[src/rtl/rom_download_bridge.sv]
// rtl/rom_download_bridge.sv - packs ioctl download bytes into 16-bit toggle-handshake ROM writes
// Optional feature macro: ROM_BITREV_EN (adds rom_bitrev input; bytes bit-reversed before packing)
module rom_download_bridge #(
  parameter int unsigned ADDR_W    = 22,
  parameter logic [7:0]  FILL_BYTE = 8'hFF
) (
  input  logic              clk,
  input  logic              init_n,
  input  logic              ioctl_download,
  input  logic              ioctl_wr,
  input  logic [ADDR_W-1:0] ioctl_addr,
  input  logic [7:0]        ioctl_dout,
`ifdef ROM_BITREV_EN
  input  logic              rom_bitrev,
`endif
  output logic              ioctl_wait,
  output logic [20:0]       rom_addr,
  output logic [15:0]       rom_din,
  output logic              rom_we,
  output logic              rom_req,
  input  logic              rom_req_ack,
  output logic [ADDR_W-1:0] dl_size,
  output logic              dl_done
);

  typedef enum logic [2:0] {IDLE, LOW, ISSUE, WAIT_ACK, FLUSH, DONE} state_t;

  state_t            state, state_d;
  logic              dl_prev, fall_pend;
  logic [7:0]        low_byte, byte_in;
  logic [20:0]       word_addr, wr_word;
  logic              wr_odd;
  logic [ADDR_W-1:0] size_acc, size_base, addr_end;
  logic [ADDR_W:0]   addr_p1;
  logic              dl_rise, dl_fall, end_req, ack_match, accept;
  logic              take_low, take_pair, take_orphan, do_issue, do_flush, do_done;

`ifdef ROM_BITREV_EN
  logic [7:0] byte_rev;

  // Mirror the byte (b0<->b7, b1<->b6, ...) for bit-reversed dumps
  always_comb begin
    for (int i = 0; i < 8; i++) byte_rev[i] = ioctl_dout[7-i];
  end

  assign byte_in = rom_bitrev ? byte_rev : ioctl_dout;
`else
  assign byte_in = ioctl_dout;
`endif

  assign wr_word   = ioctl_addr[21:1];
  assign wr_odd    = ioctl_addr[0];
  assign dl_rise   = ioctl_download & ~dl_prev;
  assign dl_fall   = dl_prev & ~ioctl_download;
  assign end_req   = fall_pend | dl_fall;
  assign ack_match = (rom_req_ack == rom_req);
  assign accept    = take_low | take_pair | take_orphan;

  // Image size is last accepted address + 1, clamped at the all-ones value
  assign addr_p1   = {1'b0, ioctl_addr} + {{ADDR_W{1'b0}}, 1'b1};
  assign addr_end  = addr_p1[ADDR_W] ? {ADDR_W{1'b1}} : addr_p1[ADDR_W-1:0];
  assign size_base = dl_rise ? '0 : size_acc;

  // State register
  always_ff @(posedge clk or negedge init_n) begin
    if (!init_n) state <= IDLE;
    else         state <= state_d;
  end

  // Next state and per-cycle action strobes; accepted bytes take priority over end-of-download
  always_comb begin
    state_d     = state;
    take_low    = 1'b0;
    take_pair   = 1'b0;
    take_orphan = 1'b0;
    do_issue    = 1'b0;
    do_flush    = 1'b0;
    do_done     = 1'b0;
    ioctl_wait  = 1'b0;
    case (state)
      IDLE: begin
        if (ioctl_wr && !wr_odd) begin
          take_low = 1'b1;
          state_d  = LOW;
        end else if (ioctl_wr) begin
          take_orphan = 1'b1;
          state_d     = ISSUE;
        end else if (end_req) begin
          state_d = DONE;
        end
      end
      LOW: begin
        // An odd byte for another word has no partner here and is discarded
        if (ioctl_wr && !wr_odd) begin
          take_low = 1'b1;
        end else if (ioctl_wr && wr_word == word_addr) begin
          take_pair = 1'b1;
          state_d   = ISSUE;
        end else if (end_req) begin
          state_d = FLUSH;
        end
      end
      ISSUE: begin
        ioctl_wait = 1'b1;
        do_issue   = 1'b1;
        state_d    = WAIT_ACK;
      end
      WAIT_ACK: begin
        ioctl_wait = 1'b1;
        if (ack_match) state_d = end_req ? DONE : IDLE;
      end
      FLUSH: begin
        ioctl_wait = 1'b1;
        do_flush   = 1'b1;
        state_d    = WAIT_ACK;
      end
      DONE: begin
        do_done = 1'b1;
        state_d = IDLE;
      end
      default: state_d = IDLE;
    endcase
  end

  // Download edge tracking; a fall is remembered until the done pulse consumes it
  always_ff @(posedge clk or negedge init_n) begin
    if (!init_n) begin
      dl_prev   <= 1'b0;
      fall_pend <= 1'b0;
    end else begin
      dl_prev <= ioctl_download;
      if (do_done || dl_rise) fall_pend <= 1'b0;
      else if (dl_fall)       fall_pend <= 1'b1;
    end
  end

  // Even-byte latch and the word address of the word being assembled
  always_ff @(posedge clk or negedge init_n) begin
    if (!init_n) begin
      low_byte  <= 8'h00;
      word_addr <= 21'd0;
    end else if (take_low) begin
      low_byte  <= byte_in;
      word_addr <= wr_word;
    end else if (take_orphan) begin
      word_addr <= wr_word;
    end
  end

  // ROM port: data is staged first, then address and request toggle go out together
  always_ff @(posedge clk or negedge init_n) begin
    if (!init_n) begin
      rom_din  <= 16'h0000;
      rom_addr <= 21'd0;
      rom_we   <= 1'b0;
      rom_req  <= 1'b0;
    end else begin
      if (take_pair)   rom_din <= {byte_in, low_byte};
      if (take_orphan) rom_din <= {byte_in, FILL_BYTE};
      if (do_flush)    rom_din <= {FILL_BYTE, low_byte};
      if (do_issue || do_flush) begin
        rom_addr <= word_addr;
        rom_we   <= 1'b1;
        rom_req  <= ~rom_req;
      end else if (do_done) begin
        rom_we <= 1'b0;
      end
    end
  end

  // Image size accumulation and the completion report
  always_ff @(posedge clk or negedge init_n) begin
    if (!init_n) begin
      size_acc <= '0;
      dl_size  <= '0;
      dl_done  <= 1'b0;
    end else begin
      if (accept && addr_end > size_base) size_acc <= addr_end;
      else                                size_acc <= size_base;
      if (do_done) dl_size <= size_acc;
      dl_done <= do_done;
    end
  end

endmodule

[config.mk]
export PLATFORM = sky130hd
export DESIGN_NAME = rom_download_bridge
export DESIGN_NICKNAME = d
export VERILOG_FILES = /design/src/rtl/rom_download_bridge.sv
export SDC_FILE = /design/constraint.sdc
export NUM_CORES = 1
export LEC_CHECK = 0
export BUFFER_PORTS_ARGS = -buffer_cell sky130_fd_sc_hd__buf_2
export CORE_UTILIZATION = 25
export CTS_CLUSTER_DIAMETER = 100
export DETAILED_ROUTE_END_ITERATION = 8
export PLACE_DENSITY = 0.52
export SETUP_SLACK_MARGIN = 0.4
export SLEW_MARGIN = 20
export SYNTH_ARGS = -nofsm -noshare
export SYNTH_HDL_FRONTEND = slang
export SYNTH_SLANG_ARGS = --single-unit
[constraint.sdc]
create_clock -name clk -period 3.56 [get_ports clk]
set_input_delay 0.534 -clock clk [delete_from_list [all_inputs] [get_ports clk]]
set_output_delay 0.534 -clock clk [all_outputs]
set_load 0.05 [all_outputs]
# ---- After elaboration in Yosys (flattened, before gate mapping)
# Index checks and enable logic that the tools add are counted.
dict set report classes {
  n_addsub 1
  magnitude_cmp 1
  eq_ne 11
  n_mux 33
  bitwise_logic 8
  n_reduce_logical 15
}
# cell count
set ops {}
lappend ops {{22-bit two-way mux} 3}
lappend ops {{16-bit two-way mux} 3}
lappend ops {{21-bit two-way mux} 2}
lappend ops {{3-bit two-way mux} 8}
lappend ops {{22-bit by 1-bit adder with 23-bit output (second input constant)} 1}
lappend ops {{22-bit greater-than comparator} 1}
lappend ops {{21-bit == test} 1}
lappend ops {{1-bit two-way mux} 16}
lappend ops {{3-bit case mux with 4 select lines} 1}
lappend ops {{3-bit by 2-bit == test with 1-bit output (second input constant)} 2}
lappend ops {{3-bit == test (second input constant)} 2}
lappend ops {{2-bit nonzero test} 3}
lappend ops {{2-bit != test (second input constant)} 2}
lappend ops {{4-bit != test (second input constant)} 1}
lappend ops {{4-bit AND reduction} 1}
lappend ops {{2-bit OR reduction} 2}
lappend ops {{3-bit by 1-bit == test with 1-bit output (second input constant)} 1}
lappend ops {{1-bit logical AND} 3}
lappend ops {{3-bit zero test} 1}
lappend ops {{3-bit != test (second input constant)} 1}
lappend ops {{1-bit NOT} 3}
lappend ops {{1-bit OR} 3}
lappend ops {{3-bit nonzero test} 1}
lappend ops {{3-bit OR reduction} 1}
lappend ops {{other kinds (4)} 6}
dict set report totals {
  reg_bits 118
  in_bits 35
  out_inout_bits 63
}

# ---- Depth between registers and ports, before layout
dict set report depth {
  ltp_word 9
  ltp_mapped 15
}

# ---- Worst setup path after synthesis
# Ideal clock, no wire load.
dict set report synth_path {
  path_type {input port to flip-flop}
  from {input ioctl_addr[2]}
  to {register size_acc[10]}
  setup_ns 0.125
  t_arrival_ns 3.878
  path_slack_ns -0.443
  stages 14
  path_buffers 2
  path_cell_list {buf_2 -> nand3_1 -> nor2_1 -> nor4b_2 -> nand3_1 -> mux2_1 -> ha_1 -> nand4_1 -> nor4_1 -> o31a_1 -> a2111oi_1 -> a221oi_4 -> buf_6 -> mux2_4}
}
dict set report synth_via {
  elab_chain_len 9
  word_cells_on_any_way 12
}
# item line_no
set synth_lines {}
lappend synth_lines {{start: declaration} 11} ;# input logic [ADDR_W-1:0] ioctl_addr,
lappend synth_lines {{branches (longest 8 deep; another with 22-bit by 1-bit adder with 23-bit output)} n/a}
lappend synth_lines {{22-bit two-way mux *} 178} ;# if (accept && addr_end > size_base) size_acc <= addr_end;
lappend synth_lines {{end signal: assignment} 178}
lappend synth_lines {{end signal: assignment} 179} ;# else size_acc <= size_base;
lappend synth_lines {{end: declaration} 33} ;# logic [ADDR_W-1:0] size_acc, size_base, addr_end;
# Every way passes the cells marked *.
# A chain may end at the register's enable or synchronous reset.

# ---- Final worst setup path
dict set report layout_path {
  from {input ioctl_addr[11]}
  to {register size_acc[11]}
}
# Same word-level chain as after synthesis.

==> flow_summary.toml <==
[global_route]
grtUsageTotal = 0.134
grt.overflow.total = 0
grt_pass1_wl_um = 26200
antenna_found_initial = 0
grt_max_degree = 70
grt_pass1_vias = 4776

[cts]
cts_root_buffer = "clkbuf_16"
clk_latency_ps = 420
cts_sinks = 118
cts_tree = "yes"
cts_hold_buffers = 0
htreeDepth = 4
clk_pin_slew_ps = 60
cts_inserted_buffers = 17
clk_path_buf_depth = 2

[route]
wl_um = 15900
drc = 0
avgViaCountPerCell = 4.41
ant_nets = 0
avgRoutedWirePerCell_um = 15.1
vias = 4650
drt_iter0_drc = 318
drt_pre_antenna_iters = 4

[flow_run]
drv_cap = 0

[timing]
tightestPinTransition_ps = 648
rsz0062_at_grt = "true"
final-setup-viol-count = 0
slew_headroom = 0.568
min_period_over_period = 0.919
finalClockSkew_ps = 9.90
max_freq_ghz = 0.306
finalHoldViolations = 0
min_period_ps = 3270
finalMaxSlewViolations = 0

[cells_and_area]
regArea_um2 = 2950
areaGrowthSynthToFinish_pct = 35.8
fillerInstances = 2492
drive_gt1_frac = 0.446
utilization = 0.346
nets = 774
multiInputGateArea_um2 = 3110
fin_area_um2 = 8380

[worst_setup_path]
worstPathArrival_ps = 3570
rr_worst_depth = 13
path_max_fanout = 4
rr_startpoint = "dl_prev"
timing.rr.end = "size_acc[11]"
rrSetupSlack_ps = 540
worstSetupStartpoint = "ioctl_addr[11]"
crit_required_ps = 3860
critical_path.endpoint = "size_acc[11]"
worst_setup_path_start_kind = "input port"
cp-end-kind = "flip-flop"
path_class = "input port to flip-flop"

[logic_synthesis]
yosysTopAreaCellShare = 0.479
yosysUniqueCellTypes = 50
synth_edf_count = 0
synthCells = 544
netlist_area_um2 = 6170
synth_area_per_cell_um2 = 11.3
yosysSeqAreaShare = 0.479
synth_top_area_cell = "dfrtp_1"
synthFlopType = "dfrtp_1"
synth_seq_cells = 118
syn-num-nets = 602
yosys_warnings = 0
yosys-top-cells-area = "dfrtp_1, mux2_2, ha_1"
synth-async-reset-ratio = 1.00

[floorplanning]
die_y_um = 159
initial_utilization = 0.254
dieArea_um2 = 25300
rows = 57
die_w_um = 159
coreArea_um2 = 24200
ios = 98

[placement]
placed_area_um2 = 7570
routabilityCongestion = 0.786
port_buffers = 97
place_hpwl_um = 11600

[power]
p_leak_nw = 3.91
irDropWorstVdd_v = 0.000616
p_per_area_nw_per_um2 = 913

[hold_path]
min_path_type = "input port to asynchronous set/reset pin"

[status]
status = "finished clean"
==> cell type report <==
type / instances / share of cell area
inverter: 32 / 0.0143
antenna: 1 / 0.000299
clock buffer: 19 / 0.0517
sequential: 118 / 0.352
tap: 324 / 0.0484
multi-input combinational: 368 / 0.371
timing repair buffer: 179 / 0.149
clock inverter: 13 / 0.0131
==> through the flow <==
| step | worst slack [ps] | power (W) | cells | setup TNS, ps | hold WS (ps) |
|---|---|---|---|---|---|
| after floorplan | 44.1 | 0.00508 | 544 | 0 | 238 |
| after global placement | -156 | 0.00595 | 1008 | -2220 | 477 |
| after detailed placement | -246 | 0.00600 | 1008 | -3650 | 469 |
| after CTS | 300 | 0.00773 | 1049 | 0 | 134 |
| after global routing | 116 | 0.00812 | 1053 | 0 | 170 |
| final | 289 | 0.00765 | 1054 | 0 | 124 |
==> critical path: stages <==
cell,delay [ps]
buf_6,70
and4_4,240
nand3_4,100
nor4b_4,340
nand3_1,150
mux2_4,340
ha_4,260
nand4_1,190
nor4_4,210
o31a_1,220
a2111oi_4,80
a221oi_4,220
buf_6,170
clkbuf_16,140
mux2_4,290
==> how the worst min path moves through the flow <==
| stage | slack (ps) | end | depth (start not counted) |
|---|---|---|---|
| 3_3_place_gp | 480 | rom_we | 1 |
| 2_1_floorplan | 240 | dl_done | 0 |
| 6_report | 120 | rom_din[14] | 1 |
| 3_5_place_dp | 470 | rom_we | 1 |
| 4_1_cts | 130 | rom_din[14] | 1 |
| 5_1_grt | 170 | rom_din[14] | 1 |
==> registers in the layout (all words and copies together), names as in the netlist <==
name       cells
low_byte       8
fall_pend      1
state          3
rom_din       16
size_acc      22
dl_prev        1
dl_done        1
word_addr     21
rom_req        1
rom_we         1
dl_size       22
rom_addr      21
==> placed cells by master, fill, tap and decap left out, drive strengths merged, types with 4 or more instances in the layout <==
cell type	netlist	final
mux2i	4	4
clkinv	0	7
a21oi	11	11
xor2	8	8
and3	6	6
buf	11	178
inv	32	32
nand4	15	15
clkbuf	15	20
dfrtp	118	118
nor2b	5	5
xnor2	29	29
nand2	35	35
clkinvlp	0	5
o21ai	21	21
ha	23	23
and2	19	19
nand3	49	49
nor2	17	17
mux2	91	91
==> synthesized netlist by cell type, types with 4 or more instances <==
cell type  number
a21oi_1        11
and2_1         19
and3_1          6
buf_2           8
clkbuf_1       15
dfrtp_1       118
ha_1           23
inv_1          32
mux2_2         73
mux2_4         16
mux2i_1         4
nand2_1        35
nand3_1        49
nand4_1        13
nor2_1         17
nor2b_1         5
o21ai_0        21
xnor2_1        28
xor2_1          8
==> report_power, final <==
part	leakage, nW	switching, W	internal [W]
sequential	1.45	0.000412	0.00200
combinational	2.21	0.00226	0.00139
clock	0.255	0.000647	0.000951
==> cells by family after synthesis <==
group	count (synthesis)	share of synthesized area
XOR/XNOR	37	0.0538
multiplexers	95	0.182
flip-flops	118	0.479
buffers and inverters	58	0.0406
adder cells (fa/ha/maj)	23	0.0467
AO/OA/AOI/OAI	49	0.0519
AND/OR/NAND/NOR	164	0.146
==> per-layer routing <==
metal,part of all wire,GRT usage
met1,0.50,0.190
met2,0.43,0.196
met5,0,0
met4,0.015,0.0472
met3,0.055,0.0328
==> what timing repair did <==
item                                    4_1_cts  5_1_grt
gates resized for setup                      23        2
pin swaps                                     1        0
cloned                                        1        1
buffers inserted                              8        3
hold endpoints to repair                      0        0
endpoints found under the setup margin       18       22
Power figures use the tool's default switching activity.
